**src/rtl/cpu_ctrl_pkg.sv**
```systemverilog
// Shared constants for the 8-bit CPU control path: opcodes, control-word
// bit positions, fetch microwords and T-state names.
package cpu_ctrl_pkg;

  localparam logic [3:0] OP_NOP = 4'h0;
  localparam logic [3:0] OP_LDA = 4'h1;
  localparam logic [3:0] OP_ADD = 4'h2;
  localparam logic [3:0] OP_SUB = 4'h3;
  localparam logic [3:0] OP_STA = 4'h4;
  localparam logic [3:0] OP_LDI = 4'h5;
  localparam logic [3:0] OP_JMP = 4'h6;
  localparam logic [3:0] OP_JC  = 4'h7;
  localparam logic [3:0] OP_JZ  = 4'h8;
  localparam logic [3:0] OP_OUT = 4'hE;
  localparam logic [3:0] OP_HLT = 4'hF;

  localparam int C_HLT = 15;
  localparam int C_MI  = 14;
  localparam int C_RI  = 13;
  localparam int C_RO  = 12;
  localparam int C_IO  = 11;
  localparam int C_II  = 10;
  localparam int C_AI  = 9;
  localparam int C_AO  = 8;
  localparam int C_EO  = 7;
  localparam int C_SU  = 6;
  localparam int C_BI  = 5;
  localparam int C_OI  = 4;
  localparam int C_CE  = 3;
  localparam int C_CO  = 2;
  localparam int C_J   = 1;
  localparam int C_FI  = 0;

  localparam logic [15:0] CW_T0   = 16'h4004;
  localparam logic [15:0] CW_T1   = 16'h1408;
  localparam logic [15:0] CW_HALT = 16'h8000;

  typedef enum logic [2:0] {
    T0 = 3'd0,
    T1 = 3'd1,
    T2 = 3'd2,
    T3 = 3'd3,
    T4 = 3'd4
  } tstate_e;

  // One-hot control word with a single strobe set.
  function automatic logic [15:0] cb(input int idx);
    logic [15:0] w;
    w = '0;
    w[idx[3:0]] = 1'b1;
    return w;
  endfunction

endpackage

```
**src/rtl/microcode_rom.sv**
```systemverilog
// Combinational microcode: (opcode, T-state, flags) -> 16-bit control word.
// Steps beyond T4 decode to an empty word, which the lookahead relies on.
module microcode_rom
  import cpu_ctrl_pkg::*;
(
  input  logic [3:0]  opcode,
  input  logic [2:0]  step,
  input  logic        flag_c,
  input  logic        flag_z,
  output logic [15:0] word
);

  always_comb begin
    word = '0;
    case (step)
      T0: word = CW_T0;
      T1: word = CW_T1;
      T2: begin
        case (opcode)
          OP_LDA, OP_ADD, OP_SUB, OP_STA: word = cb(C_IO) | cb(C_MI);
          OP_LDI: word = cb(C_IO) | cb(C_AI);
          OP_JMP: word = cb(C_IO) | cb(C_J);
          OP_JC:  word = flag_c ? (cb(C_IO) | cb(C_J)) : '0;
          OP_JZ:  word = flag_z ? (cb(C_IO) | cb(C_J)) : '0;
          OP_OUT: word = cb(C_AO) | cb(C_OI);
          OP_HLT: word = cb(C_HLT);
          default: word = '0;
        endcase
      end
      T3: begin
        case (opcode)
          OP_LDA: word = cb(C_RO) | cb(C_AI);
          OP_ADD, OP_SUB: word = cb(C_RO) | cb(C_BI);
          OP_STA: word = cb(C_AO) | cb(C_RI);
          default: word = '0;
        endcase
      end
      T4: begin
        case (opcode)
          OP_ADD: word = cb(C_EO) | cb(C_AI) | cb(C_FI);
          OP_SUB: word = cb(C_EO) | cb(C_AI) | cb(C_SU) | cb(C_FI);
          default: word = '0;
        endcase
      end
      default: word = '0;
    endcase
  end

endmodule

```
**src/rtl/control_sequencer.sv**
```systemverilog
// T-state sequencer: step counter, halt latch and early-end lookahead,
// producing the control word that drives the CPU's bus strobes.
module control_sequencer
  import cpu_ctrl_pkg::*;
#(
  parameter int NUM_STEPS = 5,
  parameter bit EARLY_END = 1'b1
) (
  input  logic        clk,
  input  logic        rst_n,
  input  logic        step_en,
  input  logic [3:0]  opcode,
  input  logic        flag_c,
  input  logic        flag_z,
  output logic [15:0] ctrl,
  output logic [2:0]  step,
  output logic        halted
);

  localparam logic [2:0] LAST = 3'(NUM_STEPS - 1);

  logic [2:0]  step_q, step_d, step_la;
  logic        halt_q, halt_d;
  logic [15:0] word_cur, word_nxt;

  assign step_la = step_q + 3'd1;

  microcode_rom u_rom_cur (
    .opcode (opcode),
    .step   (step_q),
    .flag_c (flag_c),
    .flag_z (flag_z),
    .word   (word_cur)
  );

  microcode_rom u_rom_nxt (
    .opcode (opcode),
    .step   (step_la),
    .flag_c (flag_c),
    .flag_z (flag_z),
    .word   (word_nxt)
  );

  always_comb begin
    step_d = step_q;
    halt_d = halt_q;
    if (step_en && !halt_q) begin
      if (step_q == T2 && opcode == OP_HLT)
        halt_d = 1'b1;
      else if (step_q == LAST)
        step_d = T0;
      // Lookahead only from T2 on: before T1 ends the IR still holds the old opcode.
      else if (EARLY_END && step_q >= T2 && word_nxt == '0)
        step_d = T0;
      else
        step_d = step_la;
    end
  end

  always_ff @(posedge clk or negedge rst_n) begin
    if (!rst_n) begin
      step_q <= T0;
      halt_q <= 1'b0;
    end else begin
      step_q <= step_d;
      halt_q <= halt_d;
    end
  end

  // Reset gating is combinational so the strobes drop with rst_n, not a clock later.
  assign ctrl   = !rst_n ? 16'h0000 : (halt_q ? CW_HALT : word_cur);
  assign step   = step_q;
  assign halted = halt_q;

endmodule
```
**config.mk**
```make
export PLATFORM = sky130hd
export DESIGN_NAME = control_sequencer
export DESIGN_NICKNAME = d
export VERILOG_FILES = /design/src/rtl/cpu_ctrl_pkg.sv /design/src/rtl/microcode_rom.sv /design/src/rtl/control_sequencer.sv
export SDC_FILE = /design/constraint.sdc
export NUM_CORES = 1
export LEC_CHECK = 0
export CAP_MARGIN = 20
export CELL_PAD_IN_SITES_DETAIL_PLACEMENT = 2
export CELL_PAD_IN_SITES_GLOBAL_PLACEMENT = 2
export CORE_MARGIN = 3
export CORE_UTILIZATION = 22
export DETAILED_ROUTE_END_ITERATION = 12
export PLACE_DENSITY = 0.82
export SLEW_MARGIN = 20
export SYNTH_ARGS = -nofsm -noshare
export SYNTH_HDL_FRONTEND = slang
export SYNTH_SLANG_ARGS = --single-unit
export TNS_END_PERCENT = 20
```
**constraint.sdc**
```tcl
create_clock -name clk -period 2.7 [get_ports clk]
set_clock_uncertainty 0.2 [all_clocks]
set_input_delay 0.81 -clock clk [delete_from_list [all_inputs] [get_ports clk]]
set_output_delay 0.81 -clock clk [all_outputs]
set_load 0.1 [all_outputs]
```
==> results.ini, run 1 <==
[die]
start_util_pct=24.3
die_h_um=62.6
rows=19
die_w_um=62.6
num_io_pins=29

[timing]
grt_worst_setup_endpoint=ctrl[6]
worst_endpoint_kind=primary output

[cts]
cts.htree.levels=1
cts_sinks=4
cts-root-buf=clkbuf_4
clockBufferDepth=2
cts_buffers=3
cts_hold_buffers=0

[status]
lastStage=global routing (5_1_grt)
run.stop_error=[ERROR DPL-0033] detailed placement checks failed during check placement.
status=aborted with a tool error

[synthesis]
synth-edff-count=0
synthArstFlopShare_pct=100
ys_seq_area_share_pct=14.2
ys_seq_elements=4
synth_flop_cell=dfrtp_1
synth_cell_types=39
netlist_area_um2=706
syn_inst=96
avgSynthCellArea_um2=7.35
yosysWarningCount=0
syn_nets=112

[global_routing]
antenna_found_initial=0
grt_max_degree=11

[placed_design]
dp_worst_setup_slack_ns=-0.748
gp_congestion=0.848
port_buffers=28
dp_hpwl_um=2790

-- synthesized netlist by cell type (3+ instances only) --
| cell | count | area [um2] |
|---|---|---|
| a21oi_1 | 5 | 25.0 |
| and3_1 | 4 | 25.0 |
| buf_2 | 3 | 15.0 |
| dfrtp_1 | 4 | 100 |
| ha_1 | 7 | 87.6 |
| inv_1 | 7 | 26.3 |
| nand2_1 | 11 | 41.3 |
| nor2_1 | 10 | 37.5 |
| nor3_1 | 4 | 20.0 |
| nor4_1 | 3 | 18.8 |
| o31ai_1 | 4 | 30.0 |
-- per-stage QoR --
stage	area (um2)	TNS, ns	instances	util, %
global placement	1410	-9.43	185	48.7
detailed placement	1410	-10.74	185	48.7
floorplan	790	-5.68	96	-
CTS	1590	-1.70	194	54.8
-- timing repair --
action,4_1_cts
endpoints found under the setup margin,17
buffers inserted,6
resized for setup,60
pin swaps,15
-- logic make-up after synthesis --
group	Yosys count	synth area share (%)
adder cells (fa/ha/maj)	7	12.4
AND/OR/NAND/NOR	48	36.0
AO/OA/AOI/OAI	23	26.2
flip-flops	4	14.2
buffers and inverters	14	11.2
==> run 2: changes to the inputs <==
--- a/config.mk
+++ b/config.mk
@@ -6,12 +6,10 @@
 export NUM_CORES = 1
 export LEC_CHECK = 0
 export CAP_MARGIN = 20
-export CELL_PAD_IN_SITES_DETAIL_PLACEMENT = 2
-export CELL_PAD_IN_SITES_GLOBAL_PLACEMENT = 2
-export CORE_MARGIN = 3
-export CORE_UTILIZATION = 22
+export CORE_AREA = 3 3 64 66
 export DETAILED_ROUTE_END_ITERATION = 12
-export PLACE_DENSITY = 0.82
+export DIE_AREA = 0 0 67 69
+export PLACE_DENSITY_LB_ADDON = 0.15
 export SLEW_MARGIN = 20
 export SYNTH_ARGS = -nofsm -noshare
 export SYNTH_HDL_FRONTEND = slang
==> run 2 against run 1 <==
Effect of this change:
- the flow now finishes, with violations (negative setup slack)
- synthesized cell count is the same
- synthesized area stayed put
==> results.ini, run 2 <==
[status]
status=complete, but fails checks
violations=negative setup slack

[global_routing]
grt_max_degree=11
antenna_found_initial=0
grt_pass1_wl_um=4370
grt-ovfl-total=0
grt_pass1_vias=980
grtUsageTotal_pct=11.4

[worst_setup_path]
setup.worst_path.class=input port to primary output
startpoint_type=input port
critical_path.max_stage_delay_ns=0.37
critical_path.top_delay_family=simple AND/OR/NAND/NOR gates
crit_fanout=5
cp_slowest_cell=or3_4
critical_path_buf_inv_count=3
endpoint_kind=primary output
cp_data_required_time_ns=1.69
r2r_slack_ns=0.63
cp_cell_sequence=buf_8 > buf_6 > or3_4 > a41oi_4 > nor3_4 > buf_12
crit_arrival_ns=1.93

[layout]
drive_above_1_share_pct=67.3
fin_area_um2=1670
mostFrequentLayoutCells=34 x buf_4, 17 x buf_12, 9 x nand2_1
largest_reg_flops=3
antenna_cells=0
final_common_cell=buf_4
fin_nets=174
area_growth_pct=136

[power]
ir_worst_vdd_mv=0.205
p_leak_nw=0.679
powerDensity_nw_per_um2=163
finalPower_mw=0.271

[placed_design]
gp_congestion=0.789
dp_hpwl_um=2040
placed_cell_area_um2=1460
port_buffers=28

[synthesis]
yosys.area.top_type_share_pct=14.2
synth_cell_types=39
synth-edff-count=0
synth.area.top_cells=dfrtp_1 14%, ha_1 12%, nand2_1 5.9%
yosysWarningCount=0
synth_common_cells=11 x nand2_1, 10 x nor2_1, 7 x ha_1, 7 x inv_1, 5 x a21oi_1
yosysMostFrequentCell=nand2_1
netlist_area_um2=706
ys_seq_area_share_pct=14.2
synth_top_area_cell=dfrtp_1
syn_nets=112
synthArstFlopShare_pct=100
avgSynthCellArea_um2=7.35
synth_flop_cell=dfrtp_1
ys_seq_elements=4
syn_inst=96

[drt]
first_pass_iters=4
first_iter_violations=21
wl_per_cell_um=12.1
wl_um=2470
drc=0
vias=909
ant_nets=0
viasPerCell=4.46

[run]
maxCapViolations=0

[hold_path]
min_path_type=input port to asynchronous set/reset pin

[timing]
final_max_slew_viol_count=0
fin_crit_ns=2.94
worst_pin_slew_ns=0.456
fmax_mhz=341
relSlewSlack_pct=69.4
hold_viol=0
layout_worst_path_cycle_share_pct=109
fin_tns_setup_ns=-1.43
setup_slack_ns=-0.235
setup_viol=13
rsz0062_at_grt=true
holdWs_ns=0.287

[die]
die_h_um=69
die-area_um2=4620
num_io_pins=29
die_w_um=67
core_um2=3630
start_util_pct=19.4
rows=22

[cts]
cts-root-buf=clkbuf_8
clk_latency_ns=0.21
clkTransAtPathRegs_ns=0.03
cts_buffers=3
cts_sinks=4
cts_hold_buffers=0
cts.htree.levels=1
clockBufferDepth=2
cts_tree=done

[run 2: cell counts after synthesis]
Identical to the previous run, type by type.
[run 2: final cells by class]
type / instances / area [um2]
Timing Repair Buffer: 64 / 732
Fill cell: 367 / 1970
Tap cell: 48 / 60.1
Inverter: 7 / 26.3
Clock buffer: 3 / 41.3
Sequential cell: 4 / 108
Multi-Input combinational cell: 78 / 699
[run 2: worst paths after layout]
path | end | startpoint | cells past startpoint
worst min register to register | step[0] | step[0] | 1
worst min-delay path | step[0] | rst_n | 2
max in group asynchronous | step[2] | rst_n | 2
min in group clk | step[0] | step[0] | 1
worst max register to register | step[2] | step[0] | 8
worst max-delay path | ctrl[14] | opcode[2] | 6
[run 2: logic make-up (layout without fill, tap and decap cells)]
group | after synthesis | count (layout) | synth area share (%)
AND/OR/NAND/NOR | 48 | 48 | 36.0
buffers and inverters | 14 | 74 | 11.2
adder cells (fa/ha/maj) | 7 | 7 | 12.4
AO/OA/AOI/OAI | 23 | 23 | 26.2
flip-flops | 4 | 4 | 14.2
[run 2: stage by stage]
stage / setup slack, ns / std cells / utilization [%]
finish: -0.235 / 204 / 45.9
global placement: -0.687 / 196 / 40.1
CTS: -0.244 / 204 / 44.9
floorplan: -0.574 / 96 / -
detailed placement: -0.688 / 196 / 40.1
global route: -0.304 / 204 / 45.9
[run 2: timing repair]
item                                   in CTS  in global routing
endpoints found under the hold margin       0                  0
gates resized for setup                    52                 10
gates cloned                                0                  0
setup buffers                               5                  0
pin swaps                                  16                  5
setup endpoints to repair                  18                 16
[run 2: routing by layer]
layer	vias to the layer above	global-route usage [%]	wire [um]
met3	0	0.489	80
met2	17	21.0	1310
met1	426	14.5	1070
met5	-	0	0
li1	466	-	-
met4	0	2.03	0
[run 2: power breakdown]
part	total [mW]	internal, mW	switching (mW)
registers	0.0604	0.0604	0
logic	0.0882	0.0456	0.0426
clock network	0.123	0.0948	0.0281
Power figures use the tool's default switching activity.
==> run 3: changes to the inputs <==
--- a/config.mk
+++ b/config.mk
@@ -9,7 +9,6 @@
 export CORE_AREA = 3 3 64 66
 export DETAILED_ROUTE_END_ITERATION = 12
 export DIE_AREA = 0 0 67 69
-export PLACE_DENSITY_LB_ADDON = 0.15
 export SLEW_MARGIN = 20
 export SYNTH_ARGS = -nofsm -noshare
 export SYNTH_HDL_FRONTEND = slang
==> run 3 against run 2 <==
Effect of this change:
- the run still ends with negative setup slack left
- largest power group unchanged
- combinational power barely moved
- highest routed layer is now met4
- sequential power is essentially flat
- design area fell by 2.0%
- sequential share of layout area up 0.13 points
- maximum frequency increased by 1.9%
- clock power is essentially flat
- global-route usage down 0.34 points
- total power up 1.2%
- count of clock-buffer cells in the layout stayed put
- critical path type unchanged
- flip-flop and latch count unchanged
==> results.ini, run 3 (synthesis gave the netlist of run 2 again) <==
[timing]
layout_worst_path_cycle_share_pct=107
worst_pin_slew_ns=0.450
fin_tns_setup_ns=-1.09
relSlewSlack_pct=69.8
final_max_slew_viol_count=0
fin_crit_ns=2.88
holdWs_ns=0.290
fmax_mhz=347
setup_viol=11
rsz0062_at_grt=true
setup_slack_ns=-0.182
hold_viol=0

[worst_setup_path]
r2r-end=step[0]
startpoint_type=input port
r2r_slack_ns=0.69
cp_data_required_time_ns=1.69
r2r_cells=8
setup.worst_path.class=input port to primary output
crit_arrival_ns=1.87
crit_fanout=7
r2r_start=step[0]
endpoint_kind=primary output

[drt]
first_iter_violations=11
viasPerCell=4.54
first_pass_iters=4
wl_um=2440
wl_per_cell_um=12.2
drc=0
vias=907
ant_nets=0

[layout]
final_common_cell=buf_4
mostFrequentLayoutCells=32 x buf_4, 16 x buf_12, 8 x nand2_1, 7 x inv_1, 7 x buf_6
final-seq-area_um2=108
area_growth_pct=131
largest_reg_flops=3
drive_above_1_share_pct=66.4
multiInputGateArea_um2=694
antenna_cells=0
fin_nets=170
n_fill_cell=349

[run]
maxCapViolations=0

[cts]
cts.htree.levels=1
clkTransAtPathRegs_ns=0.03
cts_sinks=4
cts_hold_buffers=0
clk_latency_ns=0.22
cts_tree=done
cts_buffers=3
clockBufferDepth=2
cts-root-buf=clkbuf_8

[die]
core_um2=3630
start_util_pct=19.4
num_io_pins=29
die_h_um=69
die-area_um2=4620
die_w_um=67
rows=22

[global_routing]
grt_pass1_vias=947
grt-ovfl-total=0
grt_max_degree=11
antenna_found_initial=0
grtUsageTotal_pct=11.1
grt_pass1_wl_um=4160

[power]
p_leak_nw=0.665
ir_worst_vdd_mv=0.255
powerDensity_nw_per_um2=168

[status]
status=complete, but fails checks
violations=negative setup slack

[hold_path]
min_path_type=input port to asynchronous set/reset pin

[placed_design]
port_buffers=28
dp_worst_setup_slack_ns=-0.668
gp_congestion=0.870
dp_hpwl_um=1940

[run 3: final cells by class]
cell class                      count  share of cell area, %
Timing Repair Buffer               60                   43.1
Multi-Input combinational cell     78                   42.5
Inverter                            7                   1.61
Sequential cell                     4                   6.59
Tap cell                           48                   3.68
Clock buffer                        3                   2.53
[run 3: repair_timing]
action,CTS,global route
pin swaps,15,2
setup buffers,5,0
gates resized for setup,58,5
setup endpoints to repair,16,13
[run 3: where the power goes]
group          internal, mW  switching (mW)  leakage [nW]  total (mW)
sequential           0.0604               0        0.0420      0.0604
clock                0.0950          0.0312        0.0216       0.126
combinational        0.0455          0.0426         0.602      0.0881
total                 0.201          0.0737         0.665       0.275
[run 3: worst max-delay path by stage]
stage                           to       from  slack, ns
final                     ctrl[11]  opcode[0]      -0.18
after global routing      ctrl[11]  opcode[3]      -0.21
after CTS                  ctrl[6]  opcode[3]      -0.17
after detailed placement  ctrl[11]  opcode[2]      -0.67
after global placement    ctrl[11]  opcode[2]      -0.63
after floorplan            ctrl[6]  opcode[3]      -0.57
[run 3: worst max-delay path, stage by stage]
cell and delay [ns]:
buf_6 0.11, nor4_2 0.28, nor2_1 0.11, a41oi_2 0.17
and3_4 0.21, buf_12 0.17
[run 3: through the flow]
step | utilization (%) | std cells | cell area [um2] | power [mW]
after global placement | 39.3 | 192 | 1430 | 0.132
final | 44.9 | 200 | 1630 | 0.275
after global routing | 44.9 | 200 | 1630 | 0.291
after CTS | 44.2 | 200 | 1610 | 0.276
after detailed placement | 39.3 | 192 | 1430 | 0.133
after floorplan | - | 96 | 790 | 0.0950
[run 3: per-layer routing]
metal,share of wire (%),wire [um],track usage (%)
met1,42,1030,13.2
met4,1.9,46,4.05
met5,0,0,0
met3,3.2,78,0.977
met2,53,1280,19.9
==> run 4: changes to the inputs <==
--- a/config.mk
+++ b/config.mk
@@ -9,6 +9,7 @@
 export CORE_AREA = 3 3 64 66
 export DETAILED_ROUTE_END_ITERATION = 12
 export DIE_AREA = 0 0 67 69
+export GPL_TIMING_DRIVEN = 0
 export SLEW_MARGIN = 20
 export SYNTH_ARGS = -nofsm -noshare
 export SYNTH_HDL_FRONTEND = slang
==> run 4 against run 3 <==
Effect of this change:
- count of clock-buffer cells in the layout is the same
- critical endpoint unchanged
- largest power group unchanged
- the flow still finishes with violations (negative setup slack)
- die area stayed put
- sequential share of layout area grew 0.12 points
- utilization is 0.83 points lower
==> results.ini, run 4 (synthesis gave the netlist of run 2 again) <==
[worst_setup_path]
endpoint_kind=primary output
startpoint_type=input port
crit_fanout=4
crit_arrival_ns=1.92
setup.worst_path.class=input port to primary output
cp_data_required_time_ns=1.69

[layout]
fin_area_um2=1600
area_growth_pct=127
drive_above_1_share_pct=63.7
fin_nets=164
largest_reg_flops=3
antenna_cells=0
fin_cells=194
final_common_cell=buf_4
mostFrequentLayoutCells=19 x buf_4, 12 x buf_12, 10 x buf_6, 7 x nand2_1

[timing]
layout_worst_path_cycle_share_pct=109
fmax_mhz=341
setup_viol=12
final_max_slew_viol_count=0
fin_tns_setup_ns=-1.71
relSlewSlack_pct=35.5
rsz0062_at_grt=true
fin_crit_ns=2.93
worst_pin_slew_ns=0.972
setup_slack_ns=-0.235
hold_viol=0

[placed_design]
dp_hpwl_um=1740
dp_worst_setup_slack_ns=-1.82
dp.cells=172
placed_cell_area_um2=1130
port_buffers=28
gp_congestion=0.777

[drt]
wl_per_cell_um=13.4
viasPerCell=4.70
first_iter_violations=38
ant_nets=0
vias=911
first_pass_iters=4
wl_um=2600
drc=0

[cts]
clkTransAtPathRegs_ns=0.03
cts_tree=done
cts-root-buf=clkbuf_8
clockBufferDepth=2
cts_hold_buffers=0
cts.htree.levels=1
cts_sinks=4
clk_latency_ns=0.22
cts_buffers=3

[hold_path]
min_path_type=input port to asynchronous set/reset pin

[power]
powerDensity_nw_per_um2=174
finalPower_mw=0.278
p_leak_nw=0.638
ir_worst_vdd_mv=0.247

[die]
die_h_um=69
die-area_um2=4620
die_w_um=67
core_um2=3630
rows=22
start_util_pct=19.4
num_io_pins=29

[global_routing]
antenna_found_initial=0
grt_pass1_wl_um=4530
grtUsageTotal_pct=12.2
grt_pass1_vias=1007
grt_max_degree=8
grt-ovfl-total=0

[run]
maxCapViolations=0

[status]
violations=negative setup slack
status=complete, but fails checks

==> run 4: cell types whose count changed in the layout (fill, tap and decap cells not counted), sizes merged <==
cell           before  now
clkdlybuf4s15       0    1
buf                58   47
dlygate4sd2         1    5
==> run 4: per-stage QoR <==
stage          utilization [%]  hold WS, ns
2_1_floorplan                -        0.314
3_3_place_gp              31.1        0.321
3_5_place_dp              31.1        0.324
4_1_cts                   42.3        0.199
5_1_grt                   44.1        0.173
6_report                  44.1        0.179
==> run 4: critical path: stages <==
cell	delay, ns
buf_8	0.10
buf_6	0.12
or3_1	0.38
a21oi_2	0.13
nor2_1	0.07
and3_4	0.16
buf_12	0.16
==> run 4: what timing repair did <==
action | CTS | global route
setup endpoints to repair | 20 | 15
hold endpoints to repair | 0 | 0
pin swaps | 18 | 7
setup buffers | 14 | 3
gates cloned | 2 | 0
gates resized for setup | 205 | 9
==> run 4: report_power, final <==
group	leakage, nW	switching (mW)	internal [mW]
combinational	0.575	0.0459	0.0473
sequential	0.0420	0	0.0604
clock	0.0216	0.0300	0.0949
==> run 4: layout make-up <==
type / count / area (um2)
tap: 48 / 60.1
inverter: 7 / 33.8
timing repair buffer: 47 / 574
multi-input combinational: 78 / 707
clock buffer: 3 / 41.3
buffer: 7 / 78.8
fill: 352 / 2030
sequential: 4 / 108
==> run 4: final timing paths <==
kind / start / to / slack (ns) / depth (start not counted)
setup reg to reg: step[2] / step[2] / 0.79 / 7
max in group asynchronous: rst_n / step[2] / 2.00 / 1
hold / removal: rst_n / step[0] / 0.18 / 1
min in group clk: step[0] / step[0] / 0.34 / 1
hold reg to reg: step[0] / step[0] / 0.34 / 1
setup / recovery: opcode[0] / ctrl[11] / -0.23 / 7
==> run 4: metal layers <==
metal,global-route usage (%),up-vias,wire length (um)
li1,-,448,-
met1,14.8,432,1070
met2,21.4,29,1370
met3,1.95,2,148
met4,3.60,0,15
met5,0,-,0
